[src/rtl/sim_end_ctrl.sv]
// End-of-simulation controller: collects node completion flags, waits for a quiet drain
// window, then flags done (or timeout). Optional macro SIM_END_CTRL_STOP_EN adds $stop/$fatal.
module sim_end_ctrl #(
  parameter int unsigned NumNodes      = 16,
  parameter int unsigned NumMonitors   = 32,
  parameter int unsigned CntWidth      = 16,
  parameter int unsigned DrainCycles   = 1000,
  parameter int unsigned TimeoutCycles = 10000000,
  parameter int unsigned CycleWidth    = 32
) (
  input  logic                            clk_i,
  input  logic                            rst_i,
  input  logic                            en_i,
  input  logic [NumNodes-1:0]             end_of_sim_i,
  input  logic [NumMonitors*CntWidth-1:0] ar_in_flight_i,
  input  logic [NumMonitors*CntWidth-1:0] aw_in_flight_i,
  output logic [$clog2(NumNodes+1)-1:0]   pending_o,
  output logic                            draining_o,
  output logic                            done_o,
  output logic                            timeout_o,
  output logic [CycleWidth-1:0]           finish_cycle_o
);

  localparam int unsigned PendW  = $clog2(NumNodes + 1);
  localparam int unsigned QuietW = (DrainCycles > 0) ? $clog2(DrainCycles + 1) : 1;
  localparam logic [QuietW-1:0]     QuietLast   = QuietW'((DrainCycles > 0) ? DrainCycles - 1 : 0);
  localparam logic [CycleWidth-1:0] TimeoutLast = CycleWidth'(TimeoutCycles - 1);
  localparam logic [CycleWidth-1:0] CycleMax    = '1;

  typedef enum logic [1:0] {
    ST_WAIT,
    ST_DRAIN,
    ST_DONE,
    ST_TIMEOUT
  } state_e;

  state_e                  state_q, state_d;
  logic [NumNodes-1:0]     eos_q, eos_d;
  logic [CycleWidth-1:0]   cycle_q, cycle_d;
  logic [QuietW-1:0]       quiet_q, quiet_d;
  logic [PendW-1:0]        pending_q, pending_d;
  logic [CycleWidth-1:0]   finish_q, finish_d;
  logic                    quiet;

  function automatic logic [PendW-1:0] count_pending(input logic [NumNodes-1:0] eos);
    logic [PendW-1:0] n;
    n = PendW'(NumNodes);
    for (int i = 0; i < NumNodes; i++) n = n - PendW'(eos[i]);
    return n;
  endfunction

  // NOTE: every signal gets a default before any branch so no latch can be inferred.
  always_comb begin
    state_d  = state_q;
    eos_d    = eos_q;
    cycle_d  = cycle_q;
    quiet_d  = quiet_q;
    finish_d = finish_q;
    quiet    = ~(|ar_in_flight_i) & ~(|aw_in_flight_i);

    if (en_i) begin
      eos_d = eos_q | end_of_sim_i;
      if (cycle_q != CycleMax) cycle_d = cycle_q + 1'b1;

      unique case (state_q)
        ST_WAIT: begin
          if (&eos_q) begin
            if (DrainCycles == 0) begin
              state_d = ST_DONE;
            end else begin
              state_d = ST_DRAIN;
              quiet_d = '0;
            end
          end
        end
        ST_DRAIN: begin
          if (quiet) begin
            quiet_d = quiet_q + 1'b1;
            if (quiet_q == QuietLast) state_d = ST_DONE;
          end else begin
            quiet_d = '0;
          end
        end
        default: ;
      endcase

      // Clean completion takes priority when it lands on the watchdog cycle.
      if ((state_q == ST_WAIT || state_q == ST_DRAIN) && state_d != ST_DONE &&
          cycle_q == TimeoutLast) begin
        state_d = ST_TIMEOUT;
      end

      if (state_d != state_q && (state_d == ST_DONE || state_d == ST_TIMEOUT)) begin
        finish_d = cycle_q + 1'b1;
      end
    end

    pending_d = count_pending(eos_d);
  end

  // NOTE: reset is synchronous here, so it lives inside the clocked branch, not the sensitivity list.
  always_ff @(posedge clk_i) begin
    if (rst_i) begin
      // NOTE: sequential state uses non-blocking assignments so all flops update together.
      state_q   <= ST_WAIT;
      eos_q     <= '0;
      cycle_q   <= '0;
      quiet_q   <= '0;
      pending_q <= PendW'(NumNodes);
      finish_q  <= '0;
    end else begin
      state_q   <= state_d;
      eos_q     <= eos_d;
      cycle_q   <= cycle_d;
      quiet_q   <= quiet_d;
      pending_q <= pending_d;
      finish_q  <= finish_d;
    end
  end

  assign pending_o      = pending_q;
  assign draining_o     = (state_q == ST_DRAIN);
  assign done_o         = (state_q == ST_DONE);
  assign timeout_o      = (state_q == ST_TIMEOUT);
  assign finish_cycle_o = finish_q;

`ifdef SIM_END_CTRL_STOP_EN
  always_ff @(posedge clk_i) begin
    if (!rst_i && en_i && state_d != state_q) begin
      if (state_d == ST_DONE) begin
        $display("-- End Simulation -- finish_cycle=%0d", finish_d);
        $stop;
      end else if (state_d == ST_TIMEOUT) begin
        $write("-- Simulation Timeout -- pending=%0d unfinished:", pending_d);
        for (int i = 0; i < NumNodes; i++) begin
          if (!eos_d[i]) $write(" %0d", i);
        end
        $write("\n");
        $fatal(1, "sim_end_ctrl watchdog expired");
      end
    end
  end
`else
  // Without the macro the environment watches done_o / timeout_o itself.
`endif

endmodule
[config.mk]
export PLATFORM = sky130hd
export DESIGN_NAME = sim_end_ctrl
export DESIGN_NICKNAME = d
export VERILOG_FILES = /design/src/rtl/sim_end_ctrl.sv
export SDC_FILE = /design/constraint.sdc
export NUM_CORES = 1
export LEC_CHECK = 0
export CORE_AREA = 2 2 420 422
export CTS_CLUSTER_SIZE = 40
export DETAILED_ROUTE_END_ITERATION = 10
export DIE_AREA = 0 0 422 424
export PLACE_DENSITY_LB_ADDON = 0.25
export SETUP_SLACK_MARGIN = 0.5
export SLEW_MARGIN = 20
export SYNTH_ARGS = -nofsm -noshare
export SYNTH_HDL_FRONTEND = slang
export SYNTH_SLANG_ARGS = --single-unit
[constraint.sdc]
create_clock -name clk_i -period 5.3 [get_ports clk_i]
set_input_delay 0.53 -clock clk_i [delete_from_list [all_inputs] [get_ports clk_i]]
set_output_delay 0.53 -clock clk_i [all_outputs]
set_load 0.02 [all_outputs]
==> results.md <==
- Setup slack on the critical path of the routed design comes to 845 ps.
- The multi-input combinational cells in the finished layout cover a total of 5250 sq um.
- The placer's final routability congestion estimate is 0.940.
- The post-route minimum period is 4450 ps.
- The initial antenna violation count was 23.
- The placed instance area is 21,300 sq um.
- The buffer levels on the longest clock path is 2.
- The tree is rooted in a clkbuf_16.
- The total power divided by cell area is 126 nW/um^2.
- The relative slew slack is 26.9%.
- The area growth from synthesis to layout is 188%.
- Setup repair after global routing left no endpoint under its margin.
- For this design the static power due to leakage is 6.56 nW.
- The share of synthesized area occupied by flip-flops and latches is 25.9%.
- The peak supply drop is 0.131 mV.
- The number of sinks on the clock net is 97.
- The average instance in the mapped netlist occupies 7.75 sq um.
- The count of cell types in the netlist is 50.
- Of the total power, registers draw 28.2%.
- The worst min-delay path category is reg -> reg.
- The slowest cell on the critical path is fa_1.
- The hold violation total from the final report was 0.
- The post-synthesis register bit count is 97.
- The die covers 179,000 sq um.
- The clock-pin slew of the registers on the worst-case setup and hold paths is 70 ps.
- The number of detailed-route iterations in the first pass is 5.
- The instance count along the most critical hold path is 2.
- The net switching share of the total power is 26.6%.
- The count of port buffers added during placement is 1,082.
- The total area inside the core boundary comes to 175,000 sq um.
- The TritonCTS buffer count is 9.
- The wire length per cell is 18.2 um.
- The count of hold buffers inserted by post-cts repair is 0.
- The clock arrives with 14.2 ps of skew.
- Synthesis produced a netlist with a net count of 2,035.
- The worst stage delay on the critical path is 550 ps.
- The cell count of the worst reg-to-reg path is 12.
- Pin placement for this block handled 1,083 I/O pins.
- The finished cells cover 21,600 sq um.
- Registers take 1940 sq um.
- The insertion delay to the later sink of the worst-skew pair is 360 ps.
- The wire-length estimate of the detail-placed layout is 72,600 um.
- The count of vias placed by the detailed router is 12,300.
- The critical setup path kind is in -> reg.
- TritonCTS built the clock tree.
- After technology mapping, the gate count stands at 968.
- The residual antenna-violating net count after detailed routing is 0.
- The depth of the critical timing path with buffers and inverters included is 13.
- The number of global-route vias before repair is 12,800.
- The fill cell instance count of the final layout is 20,200.
- The H-tree was split into 3 levels.
- The count of warnings emitted by yosys is 0.
- The global router's overall resource usage is 8.38%.
- Among cell families on the critical path, the largest total delay comes from adder cells.
- The number of buffers and inverters on the critical path is 2.
- The ratio of final minimum period to clock period is 84.0%.
- The cell area after synthesis is 7500 sq um.
- Cell internal power was estimated by the tool at 2.00 mW.
- The via density per instance is 2.81.
- The end-of-flow core utilization is 12.3%.
- In the routed design, unresolved DRC markers number 0.
- The maximum number of pins on one net before global-route repair is 58.
- The die width is 422 um.
- The floorplan step set the die height to 424 um.
- For this configuration, the core starts out at a cell density of 4.29%.
- The category of the worst setup path launch point is an input pin.
- The number of nets at the end of the flow is 3,098.
- The cell that appears most often on the critical path is fa_1.
- For the worst setup path, the data arrival time is 4660 ps.
- The detailed router finished its first iteration with 526 violations.
- Final hold analysis gives a worst-case slack of 481 ps.
- The post-placement setup slack is 148 ps.
- After global routing the overflow that remains totals 0.
- In the final timing run, aggregate negative setup slack is 0 ps.
- The first global-routing pass estimated 106,000 um of wire.
- The critical path endpoint category is a flop.
- The routed design has 80,000 um of wire.
- The required time at the worst-slack endpoint is 5510 ps.
- The net switching power of the design is 726 uW.
- The internal reg-to-reg setup slack is 1130 ps.
- The maximum frequency from static timing analysis is 224 MHz.
- The slew at the pin closest to its max-slew limit is 1090 ps.
- Traced cell by cell, the critical path runs through clkdlybuf4s50_1 -> a21o_1 -> fa_1 -> ha_1 -> inv_1 -> fa_1 -> fa_1 -> fa_1 -> fa_1 -> ha_1 -> fa_1 -> xnor2_1 -> nand2_1.
- The flow ran to the end, and the final reports show no timing, DRC or antenna violations.
- The final max-slew violation count was 0.
- Setup violations remaining at the end of the flow were counted as 0.
- The proportion of power drawn by combinational gates is 46.7%.
- The share of total power in the clock network is 25.1%.
- The initialized floorplan defines 154 standard-cell rows.
- In this run the worst path has a maximum fanout of 2.
- The share of layout cells above drive strength 1 is 2.90%.
- Max-cap violations in this run came to 0.
logic make-up (layout without fill, tap and decap cells):
kind of cell	Yosys count	in the layout	share of synthesized area, %
xor+xnor	68	68	7.94
buf+inv	83	1151	4.64
other cells	0	11	0
mux	1	1	0.133
fa+ha+maj	24	24	5.11
simple gates	615	615	48.1
flops	97	97	25.9
compound gates	80	80	8.23
per-layer routing:
layer | part of all wire, % | GRT usage, % | vias to the layer above
met1 | 39 | 9.55 | 5729
met3 | 5.0 | 1.53 | 66
met5 | 0.016 | 0 | -
met2 | 54 | 16.0 | 491
li1 | - | - | 6047
met4 | 1.8 | 1.82 | 2
repair_timing:
action | 4_1_cts | 5_1_grt
endpoints found under the hold margin | 0 | 0
gates resized for setup | 0 | 1
buffers inserted | 0 | 0
setup endpoints to repair | 0 | 2
layout make-up:
type,instances,area share [%]
flip-flops and latches,97,8.99
inverters,30,0.521
repair buffers,1105,51.1
clock inverters,6,0.313
clock buffers,10,1.06
multi-input cells,788,24.3
diodes,11,0.127
well taps,2340,13.6
worst register-to-register path: stages (launching register included):
cell	delay (ps)
dfxtp_1	320
a21o_1	180
fa_1	430
ha_1	290
inv_1	50
fa_1	550
fa_1	430
fa_1	400
fa_1	490
ha_1	220
fa_1	440
xnor2_1	160
nand2_1	70
registers in the layout (all words and copies together), names as in the netlist:
register / cells
cycle_q: 32
finish_cycle_o: 32
eos_q: 16
quiet_q: 10
pending_o: 5
state_q: 2
stage by stage:
stage,power [mW],instances
floorplan,1.10,968
global placement,2.08,4360
detailed placement,2.07,4360
CTS,2.78,4376
global route,2.89,4385
finish,2.73,4387
layout by cell type (no fill, tap or decap), drive strengths merged, types with 6 or more instances in the layout:
cell type	synthesis	final
fa	11	11
diode	0	11
inv	30	30
and2	8	8
o211ai	17	17
a31oi	6	6
and3	8	8
nand4	104	104
nand3b	17	17
buf	14	24
nand3	40	40
a21oi	18	18
dfxtp	97	97
clkbuf	39	10
nor3	21	21
ha	13	13
nor2	67	67
a211o	6	6
clkdlybuf4s50	0	1080
a2111oi	7	7
xor2	41	41
xnor2	27	27
nand2	40	40
nor4	281	281
power by group through the flow:
stage	clock network (mW)	registers, mW	logic [mW]
floorplan	0	0.804	0.292
global placement	0	0.787	1.29
detailed placement	0	0.786	1.28
CTS	0.721	0.769	1.29
global route	0.737	0.773	1.38
finish	0.685	0.769	1.27
Yosys cell counts, drive strengths merged:
library cell | n | share of area, %
nor4 | 281 | 24
nand4 | 104 | 8.7
dfxtp | 97 | 26
nor2 | 67 | 3.4
xor2 | 41 | 4.8
nand2 | 40 | 2.0
nand3 | 40 | 2.7
clkbuf | 39 | 2.0
inv | 30 | 1.5
xnor2 | 27 | 3.2
nor3 | 21 | 1.5
a21oi | 18 | 1.2
nand3b | 17 | 1.7
o211ai | 17 | 1.7
buf | 14 | 1.2
ha | 13 | 2.2
fa | 11 | 2.9
and2 | 8 | 0.67
and3 | 8 | 0.67
a2111oi | 7 | 0.82
a211o | 6 | 0.70
a31oi | 6 | 0.50
a2111o | 5 | 0.75
a21o | 5 | 0.50
a31o | 5 | 0.58
nand2b | 5 | 0.42
nor2b | 5 | 0.42
or3 | 4 | 0.33
or4 | 4 | 0.45
and4 | 3 | 0.35
nor4b | 3 | 0.35
o311ai | 3 | 0.35
a32oi | 2 | 0.23
nor3b | 2 | 0.20
o21ai | 2 | 0.13
or2 | 2 | 0.17
a311o | 1 | 0.13
a41o | 1 | 0.13
a41oi | 1 | 0.37
mux2i | 1 | 0.13
nand4b | 1 | 0.12
o31a | 1 | 0.12
worst paths after layout:
path	startpoint	to
worst max-delay path	end_of_sim_i[5]	pending_o[4]
worst min-delay path	quiet_q[1]	quiet_q[1]
worst max register to register	eos_q[5]	pending_o[4]
worst min register to register	quiet_q[1]	quiet_q[1]
Power figures use the tool's default switching activity.
